`src/rtl/div_unit.sv`:
```
// Iterative radix-2 restoring divider for RV32M DIV/DIVU/REM/REMU.
// One quotient bit per cycle; divide-by-zero and signed overflow resolve at accept.
module div_unit #(
  parameter int DATA_WIDTH = 32
) (
  input  logic                  CLK,
  input  logic                  RESET,
  input  logic                  START,
  input  logic                  FLUSH,
  input  logic [4:0]            ALUOP,
  input  logic [DATA_WIDTH-1:0] DATA1,
  input  logic [DATA_WIDTH-1:0] DATA2,
  output logic [DATA_WIDTH-1:0] RESULT,
  output logic                  BUSY,
  output logic                  DONE
);

  localparam int W  = DATA_WIDTH;
  localparam int CW = $clog2(DATA_WIDTH);
  localparam logic [CW-1:0] LAST_ITER = CW'(DATA_WIDTH - 1);
  localparam logic [W-1:0]  MOST_NEG  = {1'b1, {(W-1){1'b0}}};

  typedef enum logic [1:0] {S_IDLE, S_CALC, S_FIN, S_DONE} state_t;

  state_t        state_q, state_d;
  logic          op_rem_q, op_rem_d;
  logic          neg_quo_q, neg_quo_d;
  logic          neg_rem_q, neg_rem_d;
  logic [W-1:0]  divisor_q, divisor_d;
  logic [W:0]    rem_q, rem_d;
  logic [W-1:0]  quo_q, quo_d;
  logic [CW-1:0] cnt_q, cnt_d;
  logic [W-1:0]  result_q, result_d;
  logic          busy_q, busy_d;
  logic          done_q, done_d;

  logic          is_div_op;
  logic          is_signed_op;
  logic          accept;
  logic [W-1:0]  abs_a;
  logic [W-1:0]  abs_b;
  logic [W+1:0]  shifted;
  logic [W+1:0]  trial;

  always_comb begin
    state_d   = state_q;
    op_rem_d  = op_rem_q;
    neg_quo_d = neg_quo_q;
    neg_rem_d = neg_rem_q;
    divisor_d = divisor_q;
    rem_d     = rem_q;
    quo_d     = quo_q;
    cnt_d     = cnt_q;
    result_d  = result_q;

    // ALUOP = {funct3, funct7[5], funct7[0]}; divides are funct3=1xx with M-extension bit set
    is_div_op    = ALUOP[4] & (ALUOP[1:0] == 2'b01);
    is_signed_op = ~ALUOP[2];
    accept       = START & ~FLUSH & is_div_op &
                   ((state_q == S_IDLE) | (state_q == S_DONE));
    abs_a        = (is_signed_op & DATA1[W-1]) ? -DATA1 : DATA1;
    abs_b        = (is_signed_op & DATA2[W-1]) ? -DATA2 : DATA2;

    // One extra guard bit above the remainder so the trial sign is unambiguous
    shifted = {rem_q, quo_q[W-1]};
    trial   = shifted - {2'b00, divisor_q};

    case (state_q)
      S_IDLE, S_DONE: begin
        state_d = S_IDLE;
        if (accept) begin
          op_rem_d  = ALUOP[3];
          neg_quo_d = is_signed_op & (DATA1[W-1] ^ DATA2[W-1]);
          neg_rem_d = is_signed_op & DATA1[W-1];
          divisor_d = abs_b;
          quo_d     = abs_a;
          rem_d     = '0;
          cnt_d     = '0;
          if (DATA2 == '0) begin
            result_d = ALUOP[3] ? DATA1 : '1;
            state_d  = S_DONE;
          end else if (is_signed_op && DATA1 == MOST_NEG && DATA2 == '1) begin
            result_d = ALUOP[3] ? '0 : MOST_NEG;
            state_d  = S_DONE;
          end else begin
            state_d = S_CALC;
          end
        end
      end
      S_CALC: begin
        if (FLUSH) begin
          state_d = S_IDLE;
        end else begin
          quo_d = {quo_q[W-2:0], ~trial[W+1]};
          rem_d = trial[W+1] ? shifted[W:0] : trial[W:0];
          cnt_d = cnt_q + CW'(1);
          if (cnt_q == LAST_ITER) state_d = S_FIN;
        end
      end
      S_FIN: begin
        if (FLUSH) begin
          state_d = S_IDLE;
        end else begin
          if (op_rem_q) result_d = neg_rem_q ? -rem_q[W-1:0] : rem_q[W-1:0];
          else          result_d = neg_quo_q ? -quo_q : quo_q;
          state_d = S_DONE;
        end
      end
      default: state_d = S_IDLE;
    endcase

    busy_d = (state_d == S_CALC) | (state_d == S_FIN);
    done_d = (state_d == S_DONE);
  end

  always_ff @(posedge CLK) begin
    if (RESET) begin
      state_q   <= S_IDLE;
      op_rem_q  <= 1'b0;
      neg_quo_q <= 1'b0;
      neg_rem_q <= 1'b0;
      divisor_q <= '0;
      rem_q     <= '0;
      quo_q     <= '0;
      cnt_q     <= '0;
      result_q  <= '0;
      busy_q    <= 1'b0;
      done_q    <= 1'b0;
    end else begin
      state_q   <= state_d;
      op_rem_q  <= op_rem_d;
      neg_quo_q <= neg_quo_d;
      neg_rem_q <= neg_rem_d;
      divisor_q <= divisor_d;
      rem_q     <= rem_d;
      quo_q     <= quo_d;
      cnt_q     <= cnt_d;
      result_q  <= result_d;
      busy_q    <= busy_d;
      done_q    <= done_d;
    end
  end

  assign RESULT = result_q;
  assign BUSY   = busy_q;
  assign DONE   = done_q;

endmodule

```
`config.mk`:
```
export PLATFORM = sky130hd
export DESIGN_NAME = div_unit
export DESIGN_NICKNAME = d
export VERILOG_FILES = /design/src/rtl/div_unit.sv
export SDC_FILE = /design/constraint.sdc
export NUM_CORES = 1
export LEC_CHECK = 0
export BUFFER_PORTS_ARGS = -buffer_cell sky130_fd_sc_hd__buf_2
export CAP_MARGIN = 40
export CORE_ASPECT_RATIO = 1.4
export CORE_MARGIN = 10
export CORE_UTILIZATION = 53
export DETAILED_ROUTE_END_ITERATION = 8
export GPL_TIMING_DRIVEN = 0
export PLACE_DENSITY = 0.7
export SLEW_MARGIN = 20
export SYNTH_ARGS = -nofsm -noshare
export SYNTH_HDL_FRONTEND = slang
export SYNTH_SLANG_ARGS = --single-unit
```
`constraint.sdc`:
```
create_clock -name CLK -period 5.5 [get_ports CLK]
set_clock_uncertainty 0.05 [all_clocks]
set_input_delay 1.1 -clock CLK [delete_from_list [all_inputs] [get_ports CLK]]
set_output_delay 1.1 -clock CLK [all_outputs]
set_load 0.01 [all_outputs]
```
**Yosys cells after proc, flatten, opt, wreduce, memory -nomap -nowiden**

Index checks and enable logic that the tools add are counted.

- Bitwise logic cells: 13
- Muxes and demuxes: 29
- Reductions and logical operators: 10
- Equal/unequal tests: 14
- Add/sub/neg operators: 6

Operators by type and width:

| operator | count |
|---|---|
| $mux 32 | 13 |
| $neg 32->32 | 4 |
| $pmux 32 s2 | 2 |
| $mux 33 | 3 |
| $pmux 33 s2 | 1 |
| $eq 32x32->1 const B | 2 |
| $sub 34x32->34 | 1 |
| $logic_not 32->1 | 1 |
| $mux 2 | 6 |
| $mux 5 | 2 |
| $pmux 5 s2 | 1 |
| $eq 2x2->1 const B | 4 |
| $and 1x1->1 | 7 |
| $eq 2x1->1 const B | 3 |
| $ne 2x2->1 const B | 3 |
| $pmux 2 s3 | 1 |
| $add 5x1->5 const B | 1 |
| $eq 5x5->1 const B | 1 |
| $reduce_and 4->1 | 1 |
| $reduce_bool 2->1 | 2 |
| $ne 3x3->1 const B | 1 |
| $not 1->1 | 3 |
| $reduce_and 3->1 | 1 |
| $logic_and 1x1->1 | 2 |
| 5 further kinds | 6 |

- Word-level logic and storage cells: 83
- Bits in registers: 141
- Output and inout bits: 34

**Longest topological paths before layout**

Gate-level depths: netlist of run 1.

- Depth in word-level cells: 9
- Depth in mapped cells: 14
- Gate-level depth less buffers: 13

**Least setup slack after synthesis of run 1**

OpenSTA, ideal clock, no wires.

- Path kind: input port to flip-flop
- Start point: in DATA2[0]
- End point: reg result_q[22], in the netlist RESULT[22]
- Library setup time: 0.117 ns
- Setup slack: 1.816 ns
- Data arrival time: 3.517 ns
- Stages: 11
- Path through: inv_1 -> ha_1 -> or4b_1 -> or3_1 -> nor3_2 -> nand4_1 -> nor2b_1 -> nor2_4 -> nor2_1 -> buf_2 -> a22o_1

- Cells in the longest elaborated chain, start to end: 4

RTL lines:

| element | RTL line | RTL |
|---|---|---|
| start, declared | 12 | `input logic [DATA_WIDTH-1:0] DATA2,` |
| $eq 32x32->1 or $logic_not 32->1 (tied branches) | 82, 79 |  |
| $logic_and 1x1->1 or $mux 32 (tied branches) | 82, 79 |  |
| $ne 3x3->1 (no line) or $mux 32 (tied branches) | - |  |
| $reduce_and 4->1 (no line) or $pmux 32 s2 (tied branches) | - |  |
| end signal, assigned | 138 | `result_q <= result_d;` |
| end, declared | 33 | `logic [W-1:0] result_q, result_d;` |

Parallel ways exist; a longest one is shown, timed or not. The select of a mux whose other input is x is not followed.
A chain may end at the register's enable or synchronous reset.

**Worst setup path in the final report of run 1**

- Start point: in DATA2[0]
- End point: reg result_q[10], in the netlist RESULT[10]

Same word-level chain as after synthesis.

==> impl_metrics.yaml, run 1 <==
worst_setup_path:
  worstPathRequired_ns: 5.76
  setup.worst_path.end: "RESULT[10]"
  cp-start-kind: "input port"
  worst-r2r-cell-count: 13
  crit_fanout: 10
  cp.arrival_ns: 4.61
  r2r_setup_slack_ns: 1.67
  end_kind: "flop"
  r2r_end: "rem_q[24]"
  crit_path_start: "DATA2[0]"
  path_class: "input port to flop"
  rr_startpoint: "rem_q[13]"
placed_design:
  preCtsSetupSlack_ns: 0.7590
  gp_congestion: 0.9735
  dpl_cell_area_um2: 11500
  post-dp-hpwl_um: 29030
  portBuffers: 105
hold_path:
  whs_path_depth: 2
  hold_path.class: "flop to flop"
cells_and_area:
  fin_nets: 1686
  multi_input_area_um2: 7248
  diodes: 0
  final_common_cell: "nand2_1"
  drive_gt1_frac: 0.1074
  final_area_um2: 12160
  syn_to_final_growth_pct: 14.20
  fill_cells: 1923
  regArea_um2: 2823
  final_cell_mix: "nand2_1 (221), dfxtp_1 (141), o21ai_0 (120)"
route:
  drt-total-wl_um: 36750
  drc_errors: 0
  wl_per_cell_um: 20.03
  ant_nets: 0
  vias: 11260
  via_per_inst: 6.134
  first_pass_iters: 5
  drt-initial-drc-count: 885
power:
  leakage_nw: 4.674
  power_density_nw_per_um2: 233.4
  peakVddDrop_uv: 222.7
synthesis:
  synth-edff-count: 0
  synth-seq-area-share: 0.2651
  synth_flop_cell: "dfxtp_1"
  syn-num-nets: 1560
  synth_area_um2: 10650
  yosysUniqueCellTypes: 68
  netlist_instances: 1444
  async_flop_share: 0
  synth_seq_cells: 141
  yosys_warnings: 0
  syn_avg_cell_area_um2: 7.373
clock_tree:
  cts.sinks: 141
  cts_root_buffer: "clkbuf_16"
  cts_buffer_depth: 2
  cts-resized-gates: 0
  cts.hold.buffers_added: 0
  cts_setup_buffers: 0
  cts_tree: "yes"
  cts_made_buffers: 17
  path_clk_slew_ns: 0.06
  clk_latency_ns: 0.44
  h-tree-depth: 4
grt:
  grt_pass1_vias: 11230
  antenna_found_initial: 0
  grt_pass1_wl_um: 58480
  grt_max_degree: 17
  grt.total_usage: 0.2724
  gr-total-overflow: 0
timing:
  slew_headroom: 0.4243
  tightest_slew_ns: 0.8617
  max_freq_mhz: 230.1
  tns_ns: 0
  fin_crit_sh: 0.7901
  finalCriticalPeriod_ns: 4.345
  hold_violations: 0
  setup_viol: 0
  rsz0062_at_grt: "false"
  fin_ws_ns: 1.155
  drv_slew: 0
die:
  fp.dieH_um: 187.7
  die_w_um: 139.8
  dieArea_um2: 26240
  start_util: 0.5365
  core_area_um2: 19840
  rows: 61
  ios: 107
status:
  outcome: "finished clean"
run:
  maxCapViolCount: 0
[cell usage after synthesis, types with 22 or more instances]
master | count | area (um^2)
mux2i_1 | 32 | 320.3
a21oi_1 | 111 | 555.5
o21ai_0 | 120 | 600.6
xnor2_1 | 84 | 735.7
nor2_1 | 108 | 405.4
ha_1 | 42 | 525.5
xor2_1 | 60 | 525.5
nor2b_1 | 23 | 143.9
o31ai_1 | 26 | 195.2
inv_1 | 56 | 210.2
nand2_1 | 221 | 829.6
a211oi_1 | 36 | 270.3
dfxtp_1 | 141 | 2823
clkbuf_1 | 74 | 277.8
o211ai_1 | 24 | 180.2
nor3_1 | 22 | 110.1
[area by class of cell]
type | instances | share of cell area
tap | 252 | 0.02593
inverter | 56 | 0.01729
multi-input combinational | 1156 | 0.5962
sequential | 141 | 0.2322
timing repair buffer | 107 | 0.04425
clock buffer | 21 | 0.03870
buffer | 91 | 0.03005
clock inverter | 11 | 0.01544
[report_power, final]
part | leakage [nW] | internal [mW] | switching (mW) | total [mW]
Clock | 0.315 | 0.838 | 0.485 | 1.32
Combinational | 3.22 | 0.185 | 0.291 | 0.476
Sequential | 1.14 | 1.03 | 0.00787 | 1.04
[stage by stage]
stage	hold WS (ns)	util	cells	total power [mW]
2_1_floorplan	0.3819	-	1444	1.376
3_3_place_gp	0.3815	0.5789	1801	1.522
3_5_place_dp	0.3940	0.5795	1803	1.526
4_1_cts	0.4023	0.6127	1835	2.829
5_1_grt	0.4175	0.6127	1835	2.922
6_report	0.4013	0.6127	1835	2.837
[logic make-up after synthesis]
logic type               Yosys count  synth area share
AND/OR/NAND/NOR                  502            0.2218
AO/OA/AOI/OAI                    433            0.2571
buffers and inverters            147           0.05406
XOR/XNOR                         144            0.1185
flip-flops                       141            0.2651
adder cells (fa/ha/maj)           43           0.05124
multiplexers                      34           0.03220
[worst min path at each step]
stage,from,end,slack (ns)
3_3_place_gp,RESULT[17],RESULT[17],0.38
5_1_grt,RESULT[30],RESULT[30],0.42
4_1_cts,divisor_q[30],divisor_q[30],0.40
3_5_place_dp,RESULT[29],RESULT[29],0.39
6_report,divisor_q[30],divisor_q[30],0.40
2_1_floorplan,divisor_q[14],divisor_q[14],0.38
[routing by layer]
metal / vias up / wire length, um / global-route usage
met2: 445 / 18790 / 0.4897
met1: 5272 / 14000 / 0.2962
met5: - / 0 / 0
met3: 106 / 2113 / 0.04096
met4: 0 / 1847 / 0.1529
li1: 5432 / - / -
[sequential cells by signal, summed over array words and instances (netlist names)]
name	flops
rem_q	33
cnt_q	5
DONE	1
op_rem_q	1
neg_quo_q	1
state_q	2
neg_rem_q	1
divisor_q	32
quo_q	32
RESULT	32
BUSY	1
[critical path: stages]
cell      delay (ns)
buf_2           0.13
inv_1           0.06
ha_1            0.19
or4b_1          0.45
or3_1           0.39
nor3_2          0.39
nand4_1         0.54
nor2b_1         0.41
nor2_4          0.23
buf_2           0.30
o311ai_0        0.22
o21ai_0         0.14
nor2_1          0.05
No activity file was read; power rests on OpenSTA's default activity.
==> inputs of run 2 (changes only) <==
--- a/config.mk
+++ b/config.mk
@@ -5,6 +5,7 @@
 export SDC_FILE = /design/constraint.sdc
 export NUM_CORES = 1
 export LEC_CHECK = 0
+export ABC_AREA = 1
 export BUFFER_PORTS_ARGS = -buffer_cell sky130_fd_sc_hd__buf_2
 export CAP_MARGIN = 40
 export CORE_ASPECT_RATIO = 1.4
@@ -12,7 +13,7 @@
 export CORE_UTILIZATION = 53
 export DETAILED_ROUTE_END_ITERATION = 8
 export GPL_TIMING_DRIVEN = 0
-export PLACE_DENSITY = 0.7
+export PLACE_DENSITY = 0.72
 export SLEW_MARGIN = 20
 export SYNTH_ARGS = -nofsm -noshare
 export SYNTH_HDL_FRONTEND = slang
==> constraint.sdc (replaced) <==
create_clock -name CLK -period 3.48 [get_ports CLK]
set_clock_uncertainty 0.05 [all_clocks]
set_input_delay 0.696 -clock CLK [delete_from_list [all_inputs] [get_ports CLK]]
set_output_delay 0.696 -clock CLK [all_outputs]
set_load 0.01 [all_outputs]
==> impl_metrics.yaml, run 2 <==
cells_and_area:
  fin_nets: 2508
  drive_gt1_frac: 0.1015
  syn_to_final_growth_pct: 11.80
  top_register: "rem_q"
  final_common_cell: "nand2_1"
  final_cell_mix: "nand2_1 (572), inv_1 (333), nand3_1 (245)"
  largest_register_ffs: 33
  diodes: 0
power:
  power_density_nw_per_um2: 321.4
  seq_power_share: 0.349
  intPower_mw: 3.107
  peakVddDrop_uv: 335.2
  leakage_nw: 7.285
  switchingPower_mw: 1.608
  clkPwrFrac: 0.408
  finalPower_mw: 4.714
  p_sw_frac: 0.3411
  pwr-share-comb: 0.242
run:
  maxCapViolCount: 0
timing:
  slew_headroom: 0.3830
  whs_ns: 0.4137
  drv_slew: 0
  finalCriticalPeriod_ns: 3.076
  rsz0062_at_grt: "false"
  setup_viol: 0
  fin_crit_sh: 0.8839
  max_freq_mhz: 325.1
  hold_violations: 0
  tightest_slew_ns: 0.9159
  tns_ns: 0
worst_setup_path:
  worst-r2r-cell-count: 15
  critPathTopFamily: "simple AND/OR/NAND/NOR gates"
  path_class: "input port to flop"
  setup.worst_path.end: "RESULT[6]"
  end_kind: "flop"
  crit_chain: "buf_2 -> inv_1 -> ha_1 -> nand3_1 -> nor2_1 -> nand2_1 -> nor2_1 -> nand3_1 -> nand3_2 -> nand3_4 -> buf_6 -> a211oi_1 -> nor2_1"
  r2r_setup_slack_ns: 0.71
  crit_top_cell: "nor2_1"
  rr_startpoint: "quo_q[31]"
  r2r_end: "rem_q[28]"
  crit_fanout: 10
  critPathBufInv: 3
  cpPeakStageDelay_ns: 0.68
  cp.arrival_ns: 3.33
  crit_path_start: "DATA1[1]"
  crit_slowest_cell: "a211oi_1"
  worst-path-stages: 13
  cp-start-kind: "input port"
  worstPathRequired_ns: 3.73
die:
  dieArea_um2: 31530
  die_w_um: 153.0
  rows: 68
  fp.dieH_um: 206.2
  ios: 107
  core_area_um2: 24500
  start_util: 0.5354
clock_tree:
  clk_latency_ns: 0.44
  cts_made_buffers: 17
  cts.hold.buffers_added: 0
  h-tree-depth: 4
  cts_buffer_depth: 2
  cts_tree: "yes"
  cts_setup_buffers: 0
  cts-resized-gates: 0
  cts_root_buffer: "clkbuf_16"
  cts.sinks: 141
  path_clk_slew_ns: 0.07
grt:
  gr-total-overflow: 0
  grt_pass1_wl_um: 83810
  antenna_found_initial: 0
  grt.total_usage: 0.3403
  grt_util_met2: 0.5968
  busiest_layer: "met2"
  grtUsageMet1: 0.3458
  grt_pass1_vias: 15070
  grt_util_met3: 0.04247
  grt_max_degree: 17
synthesis:
  synth-edff-count: 0
  synth-seq-area-share: 0.2152
  ys_top_cells_by_area: "dfxtp_1 (22%), nand2_1 (16%), inv_1 (9.5%), nand3_1 (9.3%), a21oi_1 (6.8%)"
  yosys_warnings: 0
  synth_area_um2: 13120
  synth_top_area_share: 0.2152
  synth_seq_cells: 141
  yosysUniqueCellTypes: 53
  synth_flop_cell: "dfxtp_1"
  netlist_instances: 2266
  async_flop_share: 0
  synth_top_area_cell: "dfxtp_1"
  syn_avg_cell_area_um2: 5.789
  syn-num-nets: 2382
  synthTopCellsByCount: "nand2_1 (572), inv_1 (333), nand3_1 (245), nor2_1 (211), a21oi_1 (179)"
  synth_most_common_cell: "nand2_1"
route:
  drt-initial-drc-count: 1556
  vias: 15610
  wl_per_cell_um: 20.26
  drt-total-wl_um: 55120
  via_per_inst: 5.739
  first_pass_iters: 5
  drc_errors: 0
  ant_nets: 0
hold_path:
  hold_path.class: "flop to flop"
placed_design:
  post-dp-hpwl_um: 45230
  gp_congestion: 1.072
  portBuffers: 105
status:
  outcome: "finished clean"
run 2: cell count changes after synthesis, sizes merged, moves of 21 or more:
cell | previous run | this run
o21ai | 125 | 171
nor2b | 23 | 0
a21oi | 111 | 182
nand3 | 14 | 270
xor2 | 60 | 39
a211oi | 36 | 6
nand2 | 221 | 584
inv | 56 | 337
xnor2 | 84 | 21
mux2i | 32 | 0
nor2 | 109 | 225
run 2: worst register-to-register path: stages (launching register included):
cell      delay, ns
dfxtp_1        0.34
inv_1          0.15
ha_1           0.25
inv_1          0.12
fa_1           0.48
nand3_1        0.11
nand3_1        0.14
nand3_1        0.11
nand3b_1       0.25
nand2_1        0.18
nand2_1        0.06
nand2_1        0.06
nand2_1        0.09
nand3_1        0.10
nand3_1        0.08
a21oi_1        0.13
run 2: kinds of logic after synthesis:
logic type / count (synthesis) / share of synthesized area
XOR/XNOR: 60 / 0.04006
AO/OA/AOI/OAI: 407 / 0.1677
flip-flops: 141 / 0.2152
adder cells (fa/ha/maj): 43 / 0.04158
AND/OR/NAND/NOR: 1183 / 0.4042
buffers and inverters: 432 / 0.1313
run 2: worst min-delay path by stage:
stage	startpoint	endpoint	slack, ns	cells past startpoint
3_5_place_dp	RESULT[16]	RESULT[16]	0.40	2
3_3_place_gp	RESULT[2]	RESULT[2]	0.40	2
6_report	RESULT[16]	RESULT[16]	0.41	2
4_1_cts	RESULT[16]	RESULT[16]	0.41	2
2_1_floorplan	divisor_q[2]	divisor_q[2]	0.39	2
5_1_grt	RESULT[20]	RESULT[20]	0.43	2
run 2: cell type report:
cell class	count	area (um^2)
Inverter	341	1281
Fill cell	2498	9837
Tap cell	315	394.1
Timing Repair Buffer	107	544.3
Clock buffer	18	439.2
Multi-Input combinational cell	1693	8573
Sequential cell	141	2823
Buffer	91	441.7
Clock inverter	14	170.2
run 2: metal layers:
metal  share of wire  vias up  wire [um]
met5               0        -          0
met4            0.11        0       5797
met3           0.058      225       3188
met2            0.49      727      26780
met1            0.35     7044      19350
li1                -     7614          -
run 2: per-stage QoR:
step	instances	worst slack, ns	utilization	instance area (um^2)
6_report	2720	0.4039	0.5986	14670
3_5_place_dp	2687	0.04859	0.5732	14050
5_1_grt	2720	0.3640	0.5986	14670
3_3_place_gp	2686	0.07092	0.5729	14040
4_1_cts	2719	0.5057	0.5981	14660
2_1_floorplan	2266	1.248	-	13120
run 2: power by group through the flow:
stage          sequential [mW]  combinational [mW]  clock, mW
2_1_floorplan             1.68               0.767          0
3_3_place_gp              1.68                1.10          0
3_5_place_dp              1.68                1.11          0
4_1_cts                   1.65                1.12       1.92
5_1_grt                   1.65                1.25       1.98
6_report                  1.65                1.14       1.92
